`src/rtl/uart_tx_if.sv`:
```
`default_nettype none
// ============================================================================
//  Module   : uart_tx_if
//  Purpose  : Parallel-side handshake and serial outputs of the UART
//             transmitter, bundled so producer and core share one port.
//  Signals  : p_data      word to transmit
//             data_valid  p_data valid; taken only while busy is low
//             par_enable  insert a parity bit after the data bits
//             par_type    0 = even parity, 1 = odd parity
//             prescale    clk cycles per bit (0 behaves as 1)
//             tx_out      serial line, idle high
//             busy        high while a frame is in progress
//  Modports : master = word producer, slave = transmitter core
//  Revision : 1.0 - initial release
// ============================================================================
interface uart_tx_if #(
    parameter int DATA_WIDTH     = 8,
    parameter int PRESCALE_WIDTH = 8
);
    logic [DATA_WIDTH-1:0]     p_data;
    logic                      data_valid;
    logic                      par_enable;
    logic                      par_type;
    logic [PRESCALE_WIDTH-1:0] prescale;
    logic                      tx_out;
    logic                      busy;

    modport master (
        output p_data, data_valid, par_enable, par_type, prescale,
        input  tx_out, busy
    );

    modport slave (
        input  p_data, data_valid, par_enable, par_type, prescale,
        output tx_out, busy
    );
endinterface
`default_nettype wire

```
`src/rtl/uart_tx_core.sv`:
```
`default_nettype none
// ============================================================================
//  Module   : uart_tx_core
//  Purpose  : UART serial transmitter. Sends start bit, DATA_WIDTH data bits
//             LSB first, optional parity bit and one stop bit, each held for
//             a latched number of clk cycles. One frame in flight, no queue.
//  Ports    : clk  system clock, rising edge
//             rst  asynchronous active-high reset
//             bus  uart_tx_if slave (p_data/data_valid/par_*/prescale in,
//                  tx_out/busy out)
//  Revision : 1.0 - initial release
// ============================================================================
module uart_tx_core #(
    parameter int DATA_WIDTH     = 8,
    parameter int PRESCALE_WIDTH = 8
) (
    input  wire logic  clk,
    input  wire logic  rst,
    uart_tx_if.slave   bus
);
    localparam int c_IDX_W = (DATA_WIDTH > 1) ? $clog2(DATA_WIDTH) : 1;

    localparam logic [2:0] c_IDLE   = 3'd0;
    localparam logic [2:0] c_START  = 3'd1;
    localparam logic [2:0] c_DATA   = 3'd2;
    localparam logic [2:0] c_PARITY = 3'd3;
    localparam logic [2:0] c_STOP   = 3'd4;

    localparam logic [PRESCALE_WIDTH-1:0] c_PS_ONE   = PRESCALE_WIDTH'(1);
    localparam logic [c_IDX_W-1:0]        c_IDX_ONE  = c_IDX_W'(1);
    localparam logic [c_IDX_W-1:0]        c_LAST_IDX = c_IDX_W'(DATA_WIDTH - 1);

    logic [2:0]                r_state;
    logic [PRESCALE_WIDTH-1:0] r_cnt;
    logic [c_IDX_W-1:0]        r_bit_idx;
    logic [DATA_WIDTH-1:0]     r_data;
    logic                      r_par_en;
    logic                      r_par_bit;
    logic [PRESCALE_WIDTH-1:0] r_prescale;
    logic                      r_tx_out;
    logic                      r_busy;

    logic [2:0]                w_state_next;
    logic [PRESCALE_WIDTH-1:0] w_cnt_next;
    logic [c_IDX_W-1:0]        w_bit_idx_next;
    logic                      w_tx_next;
    logic                      w_busy_next;
    logic                      w_accept;
    logic                      w_last;

    assign w_accept = (r_state == c_IDLE) && bus.data_valid;
    // Bit period ends on the edge where the counter sits at P-1.
    assign w_last   = (r_cnt == (r_prescale - c_PS_ONE));

    // ------------------------------------------------------------------
    // State register and frame datapath
    // ------------------------------------------------------------------
    always_ff @(posedge clk or posedge rst) begin
        if (rst) begin
            r_state    <= c_IDLE;
            r_cnt      <= '0;
            r_bit_idx  <= '0;
            r_data     <= '0;
            r_par_en   <= 1'b0;
            r_par_bit  <= 1'b0;
            r_prescale <= c_PS_ONE;
            r_tx_out   <= 1'b1;
            r_busy     <= 1'b0;
        end else begin
            r_state   <= w_state_next;
            r_cnt     <= w_cnt_next;
            r_bit_idx <= w_bit_idx_next;
            r_tx_out  <= w_tx_next;
            r_busy    <= w_busy_next;
            // Frame settings are captured only here; later input changes
            // cannot disturb the frame in flight.
            if (w_accept) begin
                r_data     <= bus.p_data;
                r_par_en   <= bus.par_enable;
                r_par_bit  <= bus.par_type ? ~^bus.p_data : ^bus.p_data;
                r_prescale <= (bus.prescale == '0) ? c_PS_ONE : bus.prescale;
            end
        end
    end

    // ------------------------------------------------------------------
    // Next-state logic
    // ------------------------------------------------------------------
    always_comb begin
        w_state_next   = r_state;
        w_bit_idx_next = r_bit_idx;
        w_cnt_next     = '0;
        if (r_state != c_IDLE) begin
            w_cnt_next = w_last ? '0 : (r_cnt + c_PS_ONE);
        end
        case (r_state)
            c_IDLE: begin
                if (bus.data_valid) begin
                    w_state_next = c_START;
                end
            end
            c_START: begin
                if (w_last) begin
                    w_state_next   = c_DATA;
                    w_bit_idx_next = '0;
                end
            end
            c_DATA: begin
                if (w_last) begin
                    if (r_bit_idx == c_LAST_IDX) begin
                        w_state_next = r_par_en ? c_PARITY : c_STOP;
                    end else begin
                        w_bit_idx_next = r_bit_idx + c_IDX_ONE;
                    end
                end
            end
            c_PARITY: begin
                if (w_last) begin
                    w_state_next = c_STOP;
                end
            end
            c_STOP: begin
                if (w_last) begin
                    w_state_next = c_IDLE;
                end
            end
            default: begin
                w_state_next = c_IDLE;
            end
        endcase
    end

    // ------------------------------------------------------------------
    // Output logic: computed from the upcoming state so that tx_out and
    // busy come straight from flops and change together with the state.
    // ------------------------------------------------------------------
    always_comb begin
        w_tx_next   = 1'b1;
        w_busy_next = 1'b0;
        case (w_state_next)
            c_START: begin
                w_tx_next   = 1'b0;
                w_busy_next = 1'b1;
            end
            c_DATA: begin
                w_tx_next   = r_data[w_bit_idx_next];
                w_busy_next = 1'b1;
            end
            c_PARITY: begin
                w_tx_next   = r_par_bit;
                w_busy_next = 1'b1;
            end
            c_STOP: begin
                w_tx_next   = 1'b1;
                w_busy_next = 1'b1;
            end
            default: begin
                w_tx_next   = 1'b1;
                w_busy_next = 1'b0;
            end
        endcase
    end

    assign bus.tx_out = r_tx_out;
    assign bus.busy   = r_busy;
endmodule
`default_nettype wire

```
`src/flat_wrapper.sv`:
```
// flat-port wrapper written by rule: the top's interface ports become plain ports
module uart_tx_core_flat 
#(
    parameter int DATA_WIDTH     = 8,
    parameter int PRESCALE_WIDTH = 8
)
  (clk, rst, bus_p_data, bus_data_valid, bus_par_enable, bus_par_type, bus_prescale, bus_tx_out, bus_busy);
  uart_tx_if #(.DATA_WIDTH(DATA_WIDTH), .PRESCALE_WIDTH(PRESCALE_WIDTH)) bus_i ();
  input  wire logic clk;
  input  wire logic rst;
  input wire logic [$bits(bus_i.p_data)-1:0] bus_p_data;
  input wire logic [$bits(bus_i.data_valid)-1:0] bus_data_valid;
  input wire logic [$bits(bus_i.par_enable)-1:0] bus_par_enable;
  input wire logic [$bits(bus_i.par_type)-1:0] bus_par_type;
  input wire logic [$bits(bus_i.prescale)-1:0] bus_prescale;
  output wire logic [$bits(bus_i.tx_out)-1:0] bus_tx_out;
  output wire logic [$bits(bus_i.busy)-1:0] bus_busy;
  assign bus_i.p_data = bus_p_data;
  assign bus_i.data_valid = bus_data_valid;
  assign bus_i.par_enable = bus_par_enable;
  assign bus_i.par_type = bus_par_type;
  assign bus_i.prescale = bus_prescale;
  assign bus_tx_out = bus_i.tx_out;
  assign bus_busy = bus_i.busy;
  uart_tx_core #(.DATA_WIDTH(DATA_WIDTH), .PRESCALE_WIDTH(PRESCALE_WIDTH)) u_core (.clk(clk), .rst(rst), .bus(bus_i));
endmodule
```
`config.mk`:
```
export PLATFORM = sky130hd
export DESIGN_NAME = uart_tx_core_flat
export DESIGN_NICKNAME = d
export VERILOG_FILES = /design/src/rtl/uart_tx_if.sv /design/src/rtl/uart_tx_core.sv /design/src/flat_wrapper.sv
export SDC_FILE = /design/constraint.sdc
export NUM_CORES = 1
export LEC_CHECK = 0
export BUFFER_PORTS_ARGS = -buffer_cell sky130_fd_sc_hd__buf_2
export CAP_MARGIN = 40
export CORE_ASPECT_RATIO = 0.7
export CORE_MARGIN = 2
export CORE_UTILIZATION = 40
export CTS_BUF_LIST = sky130_fd_sc_hd__clkbuf_8
export DETAILED_ROUTE_END_ITERATION = 8
export PLACE_DENSITY_LB_ADDON = 0.3
export SLEW_MARGIN = 20
export SYNTH_ARGS = -nofsm -noshare
export SYNTH_HDL_FRONTEND = slang
export SYNTH_SLANG_ARGS = --single-unit
export TNS_END_PERCENT = 5
```
`constraint.sdc`:
```
create_clock -name clk -period 2.8 [get_ports clk]
set_input_delay 0.14 -clock clk [delete_from_list [all_inputs] [get_ports clk]]
set_output_delay 0.14 -clock clk [all_outputs]
set_load 0.1 [all_outputs]
```
# [Word-level counts from Yosys, hierarchy flattened]
# Index checks and enable logic that the tools add are counted.
[classes] order_cmp=1 n_addsub=3 n_eq_ne=10 n_reduce_logical=7 muxes=20
[ops] op="two-way mux 3 bit" count=10
[ops] op="two-way mux 8 bit" count=3
[ops] op="case mux 3 bit (5 select lines)" count=1
[ops] op="equality test 3 x 2 -> 1 bit, second input constant" count=4
[ops] op="equality test 3 bit, second input constant" count=3
[ops] op="adder 8 x 1 -> 8 bit, second input constant" count=1
[ops] op="equality test 8 bit" count=1
[ops] op="zero test 8 bit" count=1
[ops] op="XNOR reduction 8 bit" count=1
[ops] op="XOR reduction 8 bit" count=1
[ops] op="subtractor 8 x 1 -> 8 bit, second input constant" count=1
[ops] op="equality test 3 x 1 -> 1 bit, second input constant" count=2
[ops] op="case mux 3 bit (2 select lines)" count=1
[ops] op="less-than comparator 3 x 4 -> 1 bit, second input constant" count=1
[ops] op="OR reduction 4 bit" count=1
[ops] op="adder 3 x 1 -> 3 bit, second input constant" count=1
[ops] op="binary-select mux 1 bit (select 3 bit)" count=1
[ops] op="zero test 3 bit" count=1
[ops] op="two-way mux 1 bit" count=3
[ops] op="case mux 1 bit (3 select lines)" count=1
[ops] op="nonzero test 3 bit" count=1
[ops] op="logical AND 1 bit" count=1
[totals] out_inout_bits=2 wordCells=50 register_bits=34 inputBits=21

# [Longest topological paths before layout]
[depth] word_depth=7 ltp_mapped=13 mapped_depth_nobuf=12

# [Worst setup path after synthesis]
# No wires, ideal clock.
[synth_path] path_kind="reg2reg" start="register u_core.r_prescale[0]" end="register u_core.r_busy (netlist: u_core.bus.busy)" setup_time_ns=0.124 path_buffers=1 arrival_time_ns=2.451 t_required_ns=2.676 setup_slack_ns=0.225 path_stages_with_launch=13 synth_period_minus_slack_ns=2.575 cell_sequence="dfstp_2 -> inv_1 -> ha_1 -> nor3b_1 -> nand2_1 -> xnor2_1 -> nor4_4 -> and3_1 -> buf_6 -> o21ai_2 -> a22o_1 -> or2_1 -> or2_1"
[synth_via] elab_chain_cells=7 word_cells_on_any_way=13 cone_classes="add/sub: 1; eq/ne: 5; mux: 6; reduce/logical: 1"
[synth_lines] item="start: declaration" line="uart_tx_core.sv:39" text="logic [PRESCALE_WIDTH-1:0] r_prescale;"
[synth_lines] item="start signal: assignment" line="uart_tx_core.sv:66" text="r_prescale <= c_PS_ONE;"
[synth_lines] item="start signal: assignment" line="uart_tx_core.sv:81" text="r_prescale <= (bus.prescale == '0) ? c_PS_ONE : bus.prescale;"
[synth_lines] item="subtractor 8 x 1 -> 8 bit *" line="uart_tx_core.sv:53" text="assign w_last = (r_cnt == (r_prescale - c_PS_ONE));"
[synth_lines] item="equality test 8 bit *" line="uart_tx_core.sv:53"
[synth_lines] item="two-way mux 3 bit, on equally long branches"
[synth_lines] item="case mux 3 bit (5 select lines) *" line="uart_tx_core.sv:96" text="case (r_state)"
[synth_lines] item="net u_core.w_state_next[1]" line="uart_tx_core.sv:43" text="logic [2:0] w_state_next;"
[synth_lines] item="equality test 3 x 1 -> 1 bit, or another cell as far along" line="uart_tx_core.sv:140" text="case (w_state_next)"
[synth_lines] item="OR reduction 4 bit (no line) *"
[synth_lines] item="two-way mux 1 bit *" line="uart_tx_core.sv:140"
[synth_lines] item="net u_core.w_busy_next" line="uart_tx_core.sv:47" text="logic w_busy_next;"
[synth_lines] item="end signal: assignment" line="uart_tx_core.sv:74" text="r_busy <= w_busy_next;"
[synth_lines] item="end: declaration" line="uart_tx_core.sv:41" text="logic r_busy;"
# Mark *: on every way through the listed nets, which the timed path passes. The rest lies on a longest branch.
# A chain may end at the register's enable or synchronous reset.

# [Worst setup path in the final report]
[layout_path] start="register u_core.r_prescale[0]" end="register u_core.r_tx_out (netlist: u_core.bus.tx_out)"
[layout_via] elab_chain_cells=7 word_cells_on_any_way=16 cone_classes="add/sub: 1; eq/ne: 4; mux: 11"
[layout_lines] item="subtractor 8 x 1 -> 8 bit *" line="uart_tx_core.sv:53"
[layout_lines] item="equality test 8 bit *" line="uart_tx_core.sv:53"
[layout_lines] item="two-way mux 3 bit, on equally long branches" line="uart_tx_core.sv:109, uart_tx_core.sv:103"
[layout_lines] item="case mux 3 bit (2 select lines) *" line="uart_tx_core.sv:96"
[layout_lines] item="net u_core.w_bit_idx_next[0]" line="uart_tx_core.sv:45" text="logic [c_IDX_W-1:0] w_bit_idx_next;"
[layout_lines] item="binary-select mux 1 bit (select 3 bit) *" line="uart_tx_core.sv:146" text="w_tx_next = r_data[w_bit_idx_next];"
[layout_lines] item="two-way mux 1 bit (implied by the code) *" line="uart_tx_core.sv:146"
[layout_lines] item="case mux 1 bit (3 select lines) *" line="uart_tx_core.sv:140"
[layout_lines] item="net u_core.w_tx_next" line="uart_tx_core.sv:46" text="logic w_tx_next;"
[layout_lines] item="end signal: assignment" line="uart_tx_core.sv:73" text="r_tx_out <= w_tx_next;"
[layout_lines] item="end: declaration" line="uart_tx_core.sv:40" text="logic r_tx_out;"
# Mark *: on every way through the listed nets, which the timed path passes. The rest lies on a longest branch. The select of a mux whose other input is x is not followed.

==> impl_metrics.tcl <==
set metrics [dict create \
    outcome "completed" \
    reg2reg_depth 13 \
    clock_skew_ps 9.85 \
    reg2reg_slack_ps 170 \
    rr_startpoint "u_core.r_prescale[0]" \
    finalCriticalPeriod_ps 2630 \
    peakVddDrop_mv 0.356 \
    fin_tns_setup_ps 0 \
    die_y_um 62.2 \
    hold_path_class "input pin to flop" \
    clkLatencyLatePin_ps 290 \
    seq_area_frac_synth 0.441 \
    dpl_cell_area_mm2 0.00212 \
    die_w_um 87.1 \
    clock_sinks 34 \
    fill_cells 489 \
    p_total_uw 2340 \
    cts_tree "done" \
    setup_violations 0 \
    crit_slowest_cell "dfstp_2" \
    drc 0 \
    grt_overflow 0 \
    timing.fmax_mhz 380 \
    core_area_mm2 0.00473 \
    ctsRootBufferMaster "clkbuf_8" \
    cp_max_fo 6 \
    finalInstanceArea_mm2 0.00228 \
    p_leak_uw 0.00107 \
    h-tree-depth 2 \
    syn_nets 236 \
    diodes 0 \
    vias_per_cell 4.95 \
    slew_headroom 0.654 \
    port_buffers 22 \
    hold_violations 0 \
    max_stage_delay_ps 560 \
    crit_path_start_kind "flop" \
    timing.critical_path.to_type "flop" \
    cap_violations 0 \
    synth_cell_types 44 \
    path_cells "inv_1 > ha_1 > nor3b_2 > nand2_1 > xnor2_2 > nor4_4 > and3_4 > buf_4 > a211oi_4 > inv_2 > o2111ai_1 > nand4_1 > o211ai_1" \
    power_density_mw_per_mm2 1030 \
    synthToLayoutAreaGrowth_pct 18.0 \
    grt_usage 0.158 \
    start_util 0.409 \
    cts_max_path_buffers 2 \
    drive_gt1_frac 0.225 \
    routedWlPerCell_um 12.8 \
    dp_hpwl_um 2850 \
    postRouteAntennaNets 0 \
    finalCritPeriodShare 0.939 \
    drt-initial-drc-count 59 \
    final_max_slew_viol_count 0 \
    worstPathArrival_ps 2830 \
    tightest_slew_ps 518 \
    final_common_cell "nand2_1" \
    ys_ff_latch 34 \
    num_rows 21 \
    grt_pass1_vias 1355 \
    drt-total-wl_um 3850 \
    drt_pass1_iterations 4 \
    final_nets 267 \
    synth_flop_cell "dfrtp_1" \
    final_util 0.483 \
    synthArstFlopShare 1.00 \
    ys_warn_count 0 \
    synth_edf_count 0 \
    worst-setup-path-type "flop to flop" \
    vias 1490 \
    grt_pass1_wl_um 6700 \
    syn_inst 212 \
    worstPathRequired_ps 3000 \
    final_cell_mix "nand2_1, dfrtp_1, buf_2, xnor2_1, nor2_1" \
    gp_congestion 0.786 \
    design.die.area_mm2 0.00542 \
    hold_end "u_core.r_par_en" \
    clk_pin_slew_ps 80 \
    cts_buffers 5 \
    grt_antenna_before_repair 0 \
    io-pin-count 23 \
    mappedNetlistArea_mm2 0.00193 \
    grt_max_degree 35 \
    worst_hold_path.num_cells 3 \
    reg2reg_to "u_core.bus.tx_out" \
    postSynthAreaPerCell_um2 9.12 \
    hold_path.startpoint "bus_par_enable" \
]
## how the worst max path moves through the flow
stage,from,to,cells past startpoint
floorplan,u_core.r_prescale[0],u_core.bus.busy,12
global placement,u_core.r_prescale[1],u_core.bus.busy,11
detailed placement,u_core.r_prescale[1],u_core.bus.busy,11
CTS,u_core.r_prescale[1],u_core.bus.busy,11
global route,u_core.r_prescale[0],u_core.bus.tx_out,13
finish,u_core.r_prescale[0],u_core.bus.tx_out,13
## synth_stat cells (all sizes together) (2+ instances only)
master,count,area [µm²]
nand2,42,158
dfrtp,32,801
xnor2,16,140
inv,15,56.3
nor2,14,55.1
nand3,12,65.1
o21ai,12,63.8
xor2,8,70.1
and3,7,43.8
and2,5,31.3
clkbuf,5,18.8
nand4,4,25.0
o2111ai,4,35.0
ha,3,37.5
or2,3,18.8
a211oi,2,40.0
a41oi,2,17.5
dfstp,2,52.6
nand2b,2,12.5
nor3,2,10.0
nor3b,2,15.0
nor4,2,27.5
nor4b,2,17.5
o211ai,2,20.0
or4,2,18.8
## final cells by class
cell class	instances	area, µm²	area share
repair buffers	30	173	0.0757
well taps	57	71.3	0.0312
clock inverters	3	40.0	0.0175
multi-input cells	157	1020	0.446
clock buffers	5	68.8	0.0302
flip-flops and latches	34	855	0.374
inverters	15	56.3	0.0247
## worst max-delay path: cells and delay by family (launching register included)
kind                       cells  cell delay (ps)
buffers and inverters          3              300
adders and majority gates      1              220
xor gates and xnor gates       1              130
AOI/OAI and AO/OA              3              600
DFF                            1              560
and+or+nand+nor                5              720
## registers in the layout (all words and copies together) (netlist names)
name	count
u_core.r_cnt	8
u_core.r_data	8
u_core.r_prescale	8
u_core.r_bit_idx	3
u_core.r_state	3
u_core.bus.busy	1
u_core.bus.tx_out	1
u_core.r_par_bit	1
u_core.r_par_en	1
## repair_timing
item | 4_1_cts | 5_1_grt
endpoints found under the setup margin | 0 | 9
hold endpoints to repair | 32 | 0
gates resized for setup | 0 | 6
hold buffers | 1 | 0
setup buffers | 0 | 2
## kinds of logic after synthesis
| logic type | after synthesis | synth area share |
|---|---|---|
| AOI/OAI and AO/OA | 27 | 0.112 |
| xor gates and xnor gates | 24 | 0.109 |
| adders and majority gates | 3 | 0.0194 |
| buffers and inverters | 21 | 0.0446 |
| DFF | 34 | 0.441 |
| and+or+nand+nor | 103 | 0.274 |
## routing by layer
| metal | vias up | wire length, µm | GRT usage |
|---|---|---|---|
| met1 | 666 | 2160 | 0.267 |
| met3 | 4 | 247 | 0.0479 |
| li1 | 780 | - | - |
| met4 | 0 | 30 | 0.0538 |
| met2 | 40 | 1410 | 0.180 |
| met5 | - | 0 | 0 |
## stage by stage
| step | worst slack, ps | hold WS, ps | std cells |
|---|---|---|---|
| final | 170 | 43.2 | 301 |
| after detailed placement | 101 | 261 | 290 |
| after global placement | 176 | 259 | 290 |
| after CTS | 89.7 | 40.0 | 299 |
| after global routing | -9.42 | 39.0 | 301 |
| after floorplan | 225 | 245 | 212 |
## where the power goes
group / switching (µW) / internal, µW / leakage [µW]
Combinational: 607 / 420 / 0.000598
Sequential: 190 / 690 / 0.000412
Clock: 176 / 262 / 0.0000579
Total: 972 / 1370 / 0.00107
Power figures use the tool's default switching activity.
